==> src/rtl/request_slot_bank_pkg.sv <==
// Shared definitions for the request slot bank.
// Contents: width helpers for slot indices and occupancy counts, and the request word type.
// The type matches an 8-bit floor request.
package request_slot_bank_pkg;

  localparam int unsigned ReqWidth = 8;

  typedef logic [ReqWidth-1:0] req_t;

  // Bits needed to index one of 'depth' slots.
  function automatic int unsigned idx_width(input int unsigned depth);
    return (depth > 1) ? $clog2(depth) : 1;
  endfunction

  // Bits needed to hold an occupancy count of 0..depth.
  function automatic int unsigned cnt_width(input int unsigned depth);
    return $clog2(depth + 1);
  endfunction

endpackage

==> src/rtl/request_slot_bank_if.sv <==
// Bus bundle between the request encoder/scheduler side (master) and the slot bank (slave).
// Inputs to the bank:
//   load     write request
//   in       request word to store
//   clr      per-slot clear mask
//   ovf_clr  clears the sticky overflow flag
// Outputs from the bank:
//   out      flattened slot data, slot k at out[k*WIDTH +: WIDTH]
//   valid    slot occupied flags
//   count    number of occupied slots
//   full     all slots occupied
//   empty    no slot occupied
//   accept   registered pulse for a stored or already-pending load
//   overflow sticky flag for a dropped load
interface request_slot_bank_if
  import request_slot_bank_pkg::*;
#(
  parameter int unsigned WIDTH = 8,
  parameter int unsigned DEPTH = 4
);
  localparam int unsigned CW = cnt_width(DEPTH);

  logic                   load;
  logic [WIDTH-1:0]       in;
  logic [DEPTH-1:0]       clr;
  logic                   ovf_clr;
  logic [DEPTH*WIDTH-1:0] out;
  logic [DEPTH-1:0]       valid;
  logic [CW-1:0]          count;
  logic                   full;
  logic                   empty;
  logic                   accept;
  logic                   overflow;

  modport master (
    output load, in, clr, ovf_clr,
    input  out, valid, count, full, empty, accept, overflow
  );

  modport slave (
    input  load, in, clr, ovf_clr,
    output out, valid, count, full, empty, accept, overflow
  );
endinterface

==> src/rtl/request_slot_select.sv <==
// Lowest-index priority encoder over a free-slot mask.
// Ports:
//   free       1 = slot is available
//   grant      one-hot selection of the lowest free slot, zero if none free
//   none_free  no slot is available
module request_slot_select #(
  parameter int unsigned DEPTH = 4
) (
  input  logic [DEPTH-1:0] free,
  output logic [DEPTH-1:0] grant,
  output logic             none_free
);

  always_comb begin
    logic found;
    found = 1'b0;
    grant = '0;
    for (int k = 0; k < DEPTH; k++) begin
      if (free[k] && !found) begin
        grant[k] = 1'b1;
        found    = 1'b1;
      end
    end
    none_free = ~found;
  end

endmodule

==> src/rtl/request_slot_bank.sv <==
// Store for pending elevator requests: DEPTH slots of WIDTH bits, each with a valid flag.
// A load is written into the lowest-index free slot; slots are cleared individually.
// Ports:
//   clk      rising-edge clock
//   reset_n  asynchronous active-low reset
//   bus      request_slot_bank_if slave modport (load/in/clr/ovf_clr in, status/data out)
// Optional build macro DUP_FILTER_EN: a load whose word matches any valid slot is not stored,
// is still acknowledged with accept, and never sets overflow.
module request_slot_bank
  import request_slot_bank_pkg::*;
#(
  parameter int unsigned WIDTH = 8,
  parameter int unsigned DEPTH = 4
) (
  input logic              clk,
  input logic              reset_n,
  request_slot_bank_if.slave bus
);

  localparam int unsigned CW = cnt_width(DEPTH);

  logic [DEPTH-1:0][WIDTH-1:0] data_q, data_d;
  logic [DEPTH-1:0]            valid_q, valid_d;
  logic                        accept_q, accept_d;
  logic                        overflow_q, overflow_d;

  logic [DEPTH-1:0] grant;
  logic             none_free;
  logic             dup_hit;
  logic             do_write;

  // Free-slot choice uses pre-edge valid, so a slot cleared this cycle is not eligible.
  request_slot_select #(
    .DEPTH (DEPTH)
  ) u_select (
    .free      (~valid_q),
    .grant     (grant),
    .none_free (none_free)
  );

`ifdef DUP_FILTER_EN
  always_comb begin
    dup_hit = 1'b0;
    for (int k = 0; k < DEPTH; k++) begin
      if (valid_q[k] && (data_q[k] == bus.in)) dup_hit = 1'b1;
    end
  end
`else
  assign dup_hit = 1'b0;
`endif

  assign do_write = bus.load && !none_free && !dup_hit;

  always_comb begin
    data_d  = data_q;
    valid_d = valid_q & ~bus.clr;
    for (int k = 0; k < DEPTH; k++) begin
      if (do_write && grant[k]) begin
        data_d[k]  = bus.in;
        valid_d[k] = 1'b1;
      end
    end
    // A pending duplicate counts as accepted.
    accept_d   = bus.load && (dup_hit || !none_free);
    overflow_d = overflow_q;
    if (bus.load && none_free && !dup_hit) begin
      overflow_d = 1'b1;
    end else if (bus.ovf_clr) begin
      overflow_d = 1'b0;
    end
  end

  always_ff @(posedge clk or negedge reset_n) begin
    if (!reset_n) begin
      data_q     <= '0;
      valid_q    <= '0;
      accept_q   <= 1'b0;
      overflow_q <= 1'b0;
    end else begin
      data_q     <= data_d;
      valid_q    <= valid_d;
      accept_q   <= accept_d;
      overflow_q <= overflow_d;
    end
  end

  always_comb begin
    logic [CW-1:0] cnt;
    cnt = '0;
    for (int k = 0; k < DEPTH; k++) begin
      cnt = cnt + CW'(valid_q[k]);
    end
    bus.count = cnt;
  end

  assign bus.out      = data_q;
  assign bus.valid    = valid_q;
  assign bus.full     = &valid_q;
  assign bus.empty    = ~|valid_q;
  assign bus.accept   = accept_q;
  assign bus.overflow = overflow_q;

endmodule

==> src/flat_wrapper.sv <==
// flat-port wrapper written by rule: the top's interface ports become plain ports
module request_slot_bank_flat import request_slot_bank_pkg::*;
#(
  parameter int unsigned WIDTH = 8,
  parameter int unsigned DEPTH = 4
)
  (clk, reset_n, bus_load, bus_in, bus_clr, bus_ovf_clr, bus_out, bus_valid, bus_count, bus_full, bus_empty, bus_accept, bus_overflow);
  request_slot_bank_if #(.WIDTH(WIDTH), .DEPTH(DEPTH)) bus_i ();
  input logic clk;
  input logic reset_n;
  input wire logic [$bits(bus_i.load)-1:0] bus_load;
  input wire logic [$bits(bus_i.in)-1:0] bus_in;
  input wire logic [$bits(bus_i.clr)-1:0] bus_clr;
  input wire logic [$bits(bus_i.ovf_clr)-1:0] bus_ovf_clr;
  output wire logic [$bits(bus_i.out)-1:0] bus_out;
  output wire logic [$bits(bus_i.valid)-1:0] bus_valid;
  output wire logic [$bits(bus_i.count)-1:0] bus_count;
  output wire logic [$bits(bus_i.full)-1:0] bus_full;
  output wire logic [$bits(bus_i.empty)-1:0] bus_empty;
  output wire logic [$bits(bus_i.accept)-1:0] bus_accept;
  output wire logic [$bits(bus_i.overflow)-1:0] bus_overflow;
  assign bus_i.load = bus_load;
  assign bus_i.in = bus_in;
  assign bus_i.clr = bus_clr;
  assign bus_i.ovf_clr = bus_ovf_clr;
  assign bus_out = bus_i.out;
  assign bus_valid = bus_i.valid;
  assign bus_count = bus_i.count;
  assign bus_full = bus_i.full;
  assign bus_empty = bus_i.empty;
  assign bus_accept = bus_i.accept;
  assign bus_overflow = bus_i.overflow;
  request_slot_bank #(.WIDTH(WIDTH), .DEPTH(DEPTH)) u_core (.clk(clk), .reset_n(reset_n), .bus(bus_i));
endmodule
==> config.mk <==
export PLATFORM = sky130hd
export DESIGN_NAME = request_slot_bank_flat
export DESIGN_NICKNAME = d
export VERILOG_FILES = /design/src/rtl/request_slot_bank_pkg.sv /design/src/rtl/request_slot_bank_if.sv /design/src/rtl/request_slot_select.sv /design/src/rtl/request_slot_bank.sv /design/src/flat_wrapper.sv
export SDC_FILE = /design/constraint.sdc
export NUM_CORES = 1
export LEC_CHECK = 0
export ABC_AREA = 1
export BUFFER_PORTS_ARGS = -buffer_cell sky130_fd_sc_hd__clkbuf_2
export CAP_MARGIN = 25
export CORE_AREA = 2 2 63 65
export CTS_BUF_LIST = sky130_fd_sc_hd__clkbuf_16
export DETAILED_ROUTE_END_ITERATION = 10
export DIE_AREA = 0 0 65 67
export PLACE_DENSITY_LB_ADDON = 0.1
export SLEW_MARGIN = 40
export SYNTH_ARGS = -nofsm -noshare
export SYNTH_HDL_FRONTEND = slang
export SYNTH_HIERARCHICAL = 1
export SYNTH_SLANG_ARGS = --single-unit
==> constraint.sdc <==
create_clock -name clk -period 2.3 [get_ports clk]
set_input_delay 0.46 -clock clk [delete_from_list [all_inputs] [get_ports clk]]
set_output_delay 0.46 -clock clk [all_outputs]
set_load 0.05 [all_outputs]
==> impl_metrics.json <==
{
  "outcome": "complete, but fails checks",
  "violations": "setup timing",
  "synth_cell_types": 15,
  "clk_latency_ns": 0.28,
  "grt_pass1_wl_microns": 7020,
  "dr.pass1.iters": 4,
  "track_usage": 0.220,
  "htreeDepth": 2,
  "finalClockSkew_ns": 0.00471,
  "r2r_start": "u_core/bus.valid[0]",
  "antenna_found_initial": 0,
  "hpwl_microns": 3050,
  "worstPathArrival_ns": 1.85,
  "ys_ff_latch": 38,
  "grt.busiest_layer": "met2",
  "syn-cell-area_sq_um": 1720,
  "syn_inst": 183,
  "syn_to_final_growth_pct": 33.1,
  "drt-initial-drc-count": 71,
  "clock-sinks": 38,
  "fp.coreArea_sq_um": 3610,
  "rsz0062_at_grt": "true",
  "dpl_cell_area_sq_um": 2040,
  "nets": 268,
  "crit_path_start_kind": "flop",
  "drv_slew": 0,
  "row_count": 22,
  "grt_pass1_vias": 1482,
  "hold_violations": 0,
  "ctsLongestPathBuffers": 2,
  "totalWireLength_microns": 4270,
  "maxCapViolCount": 0,
  "routedWlPerCell_microns": 14.4,
  "vias": 1551,
  "worst_pin_slew_ns": 0.668,
  "period_share": 1.01,
  "root_buffer": "clkbuf_16",
  "avgSynthCellArea_sq_um": 9.41,
  "slew_headroom": 0.555,
  "cts_made_buffers": 5,
  "use_met1": 0.276,
  "hold_path.class": "input port to asynchronous set/reset pin",
  "grt_use_met2": 0.375,
  "vdd_drop_max_uv": 489,
  "die_x_microns": 65,
  "fmax_mhz": 432,
  "path_class": "flop to output pin",
  "syn_nets": 204,
  "crit_start": "u_core/bus.valid[1]",
  "antenna_cells": 0,
  "critPathSlowestCell": "fa_1",
  "crit_path_end_kind": "output pin",
  "fin_ws_ns": -0.0125,
  "layout_min_cycle_time_ns": 2.31,
  "grt_use_met3": 0.0456,
  "drc_errors": 0,
  "cp_data_required_time_ns": 1.84,
  "grt_overflow": 0,
  "stdcell_count": 296,
  "start_util": 0.477,
  "cp_top_family": "adder cells",
  "final_cell_area_sq_um": 2290,
  "ios": 59,
  "die_h_microns": 67,
  "num-fill-cells": 329,
  "path_clk_slew_ns": 0.06,
  "place.gp.congestion": 0.816,
  "ys.warnings.count": 6,
  "synth-seq-area-share": 0.552,
  "antenna_left": 0,
  "die_area_sq_um": 4360,
  "path_cells": "inv_2 -> fa_1 -> inv_2 -> ha_4 -> ha_4 -> clkbuf_16",
  "cts_tree": "built",
  "grt_max_degree": 28,
  "port_buffers": 58,
  "setup_viol": 1,
  "layout-drive-gt1-share": 0.363,
  "cpPeakStageDelay_ns": 0.55,
  "critPathMaxFanout": 2,
  "dp.cells": 285,
  "p_per_area_nw_per_um2": 1400,
  "vias_per_cell": 5.24,
  "p_leak_nw": 1.28,
  "setup_tns_ns": -0.0125,
  "crit_buf_inv": 3
}
## cell usage after synthesis
cell | instances | area [sq um]
buf_4 | 1 | 7.51
dfrtp_1 | 38 | 951
nand2_1 | 67 | 251
nor3_1 | 1 | 5.00
o22ai_1 | 1 | 6.26
buf_6 | 7 | 78.8
o21ai_0 | 4 | 20.0
fa_1 | 1 | 20.0
nand3_2 | 4 | 40.0
buf_2 | 4 | 20.0
inv_2 | 1 | 3.75
inv_1 | 11 | 41.3
nand4_1 | 32 | 200
nor2_1 | 7 | 26.3
ha_1 | 4 | 50.1
## area by class of cell
type / instances / area (sq um) / share of cell area
Clock buffer: 5 / 125 / 0.0546
Clock inverter: 3 / 63.8 / 0.0279
Inverter: 12 / 45.0 / 0.0197
Multi-Input combinational cell: 121 / 644 / 0.281
Sequential cell: 38 / 955 / 0.417
Tap cell: 48 / 60.1 / 0.0262
Timing Repair Buffer: 69 / 398 / 0.174
## sequential cells by signal (all words and copies together) (netlist names)
register and flops:
u_core/bus.accept 1, u_core/bus.out 32, u_core/bus.overflow 1, u_core/bus.valid 4
## worst reg2reg max path, cell delays in order, from the launching register on
cell	delay, ns
dfrtp_2	0.41
inv_2	0.07
buf_4	0.20
nor2_1	0.06
nand2_1	0.07
nor2_1	0.06
inv_2	0.29
nand3_2	0.27
nand2_1	0.15
nand2_1	0.06
## path summary, 6_finish.rpt
kind	endpoint	slack [ns]	cells after the start
max reg2reg	u_core/bus.out[20]	0.54	9
max	bus_count[1]	-0.01	6
min in group clk	u_core/bus.valid[0]	0.36	2
max in group asynchronous	u_core/bus.out[10]	1.47	2
min	u_core/bus.out[23]	0.21	1
min reg2reg	u_core/bus.out[2]	0.47	2
## metrics by stage
| step | hold slack, ns | util | total power, mW | worst slack, ns |
|---|---|---|---|---|
| after floorplan | 0.164 | - | 1.99 | 0.0256 |
| after global placement | 0.455 | 0.566 | 2.28 | 0.142 |
| after detailed placement | 0.461 | 0.566 | 2.31 | 0.109 |
| after CTS | 0.230 | 0.635 | 3.22 | -0.0256 |
| after global routing | 0.258 | 0.635 | 3.36 | -0.0868 |
| final | 0.209 | 0.635 | 3.20 | -0.0125 |
## power breakdown
group / switching, mW / internal (mW)
logic: 1.07 / 0.298
registers: 0.113 / 0.866
clock network: 0.246 / 0.617
## placed cells by master (no fill, tap or decap), types with 2 or more instances in the layout
cell       synthesis  layout
nand2_1           67      67
clkbuf_2           0      55
dfrtp_1           38      35
nand4_1           32      32
buf_4              1      12
inv_1             11       7
nor2_1             7       7
clkbuf_16          0       6
inv_2              1       5
nand3_2            4       4
o21ai_0            4       4
dfrtp_2            0       3
bufinv_16          0       2
ha_1               4       2
ha_4               0       2
## logic make-up (layout without fill, tap and decap cells)
group | Yosys count | count (layout) | share of synthesized area
simple gates | 111 | 111 | 0.304
fa+ha+maj | 5 | 5 | 0.0407
flops | 38 | 38 | 0.552
compound gates | 5 | 5 | 0.0153
buf+inv | 24 | 89 | 0.0879
## repair_timing
action                     in CTS  in global routing
setup endpoints to repair       2                  3
hold buffers                    0                  0
gates resized for setup         9                  4
pin swaps                       2                  0
buffers inserted                3                  0
## per-layer routing
layer	part of all wire	wire length, microns
met4	0.0073	31
met3	0.064	273
met5	0	0
met1	0.41	1760
met2	0.52	2200
Power figures use the tool's default switching activity.
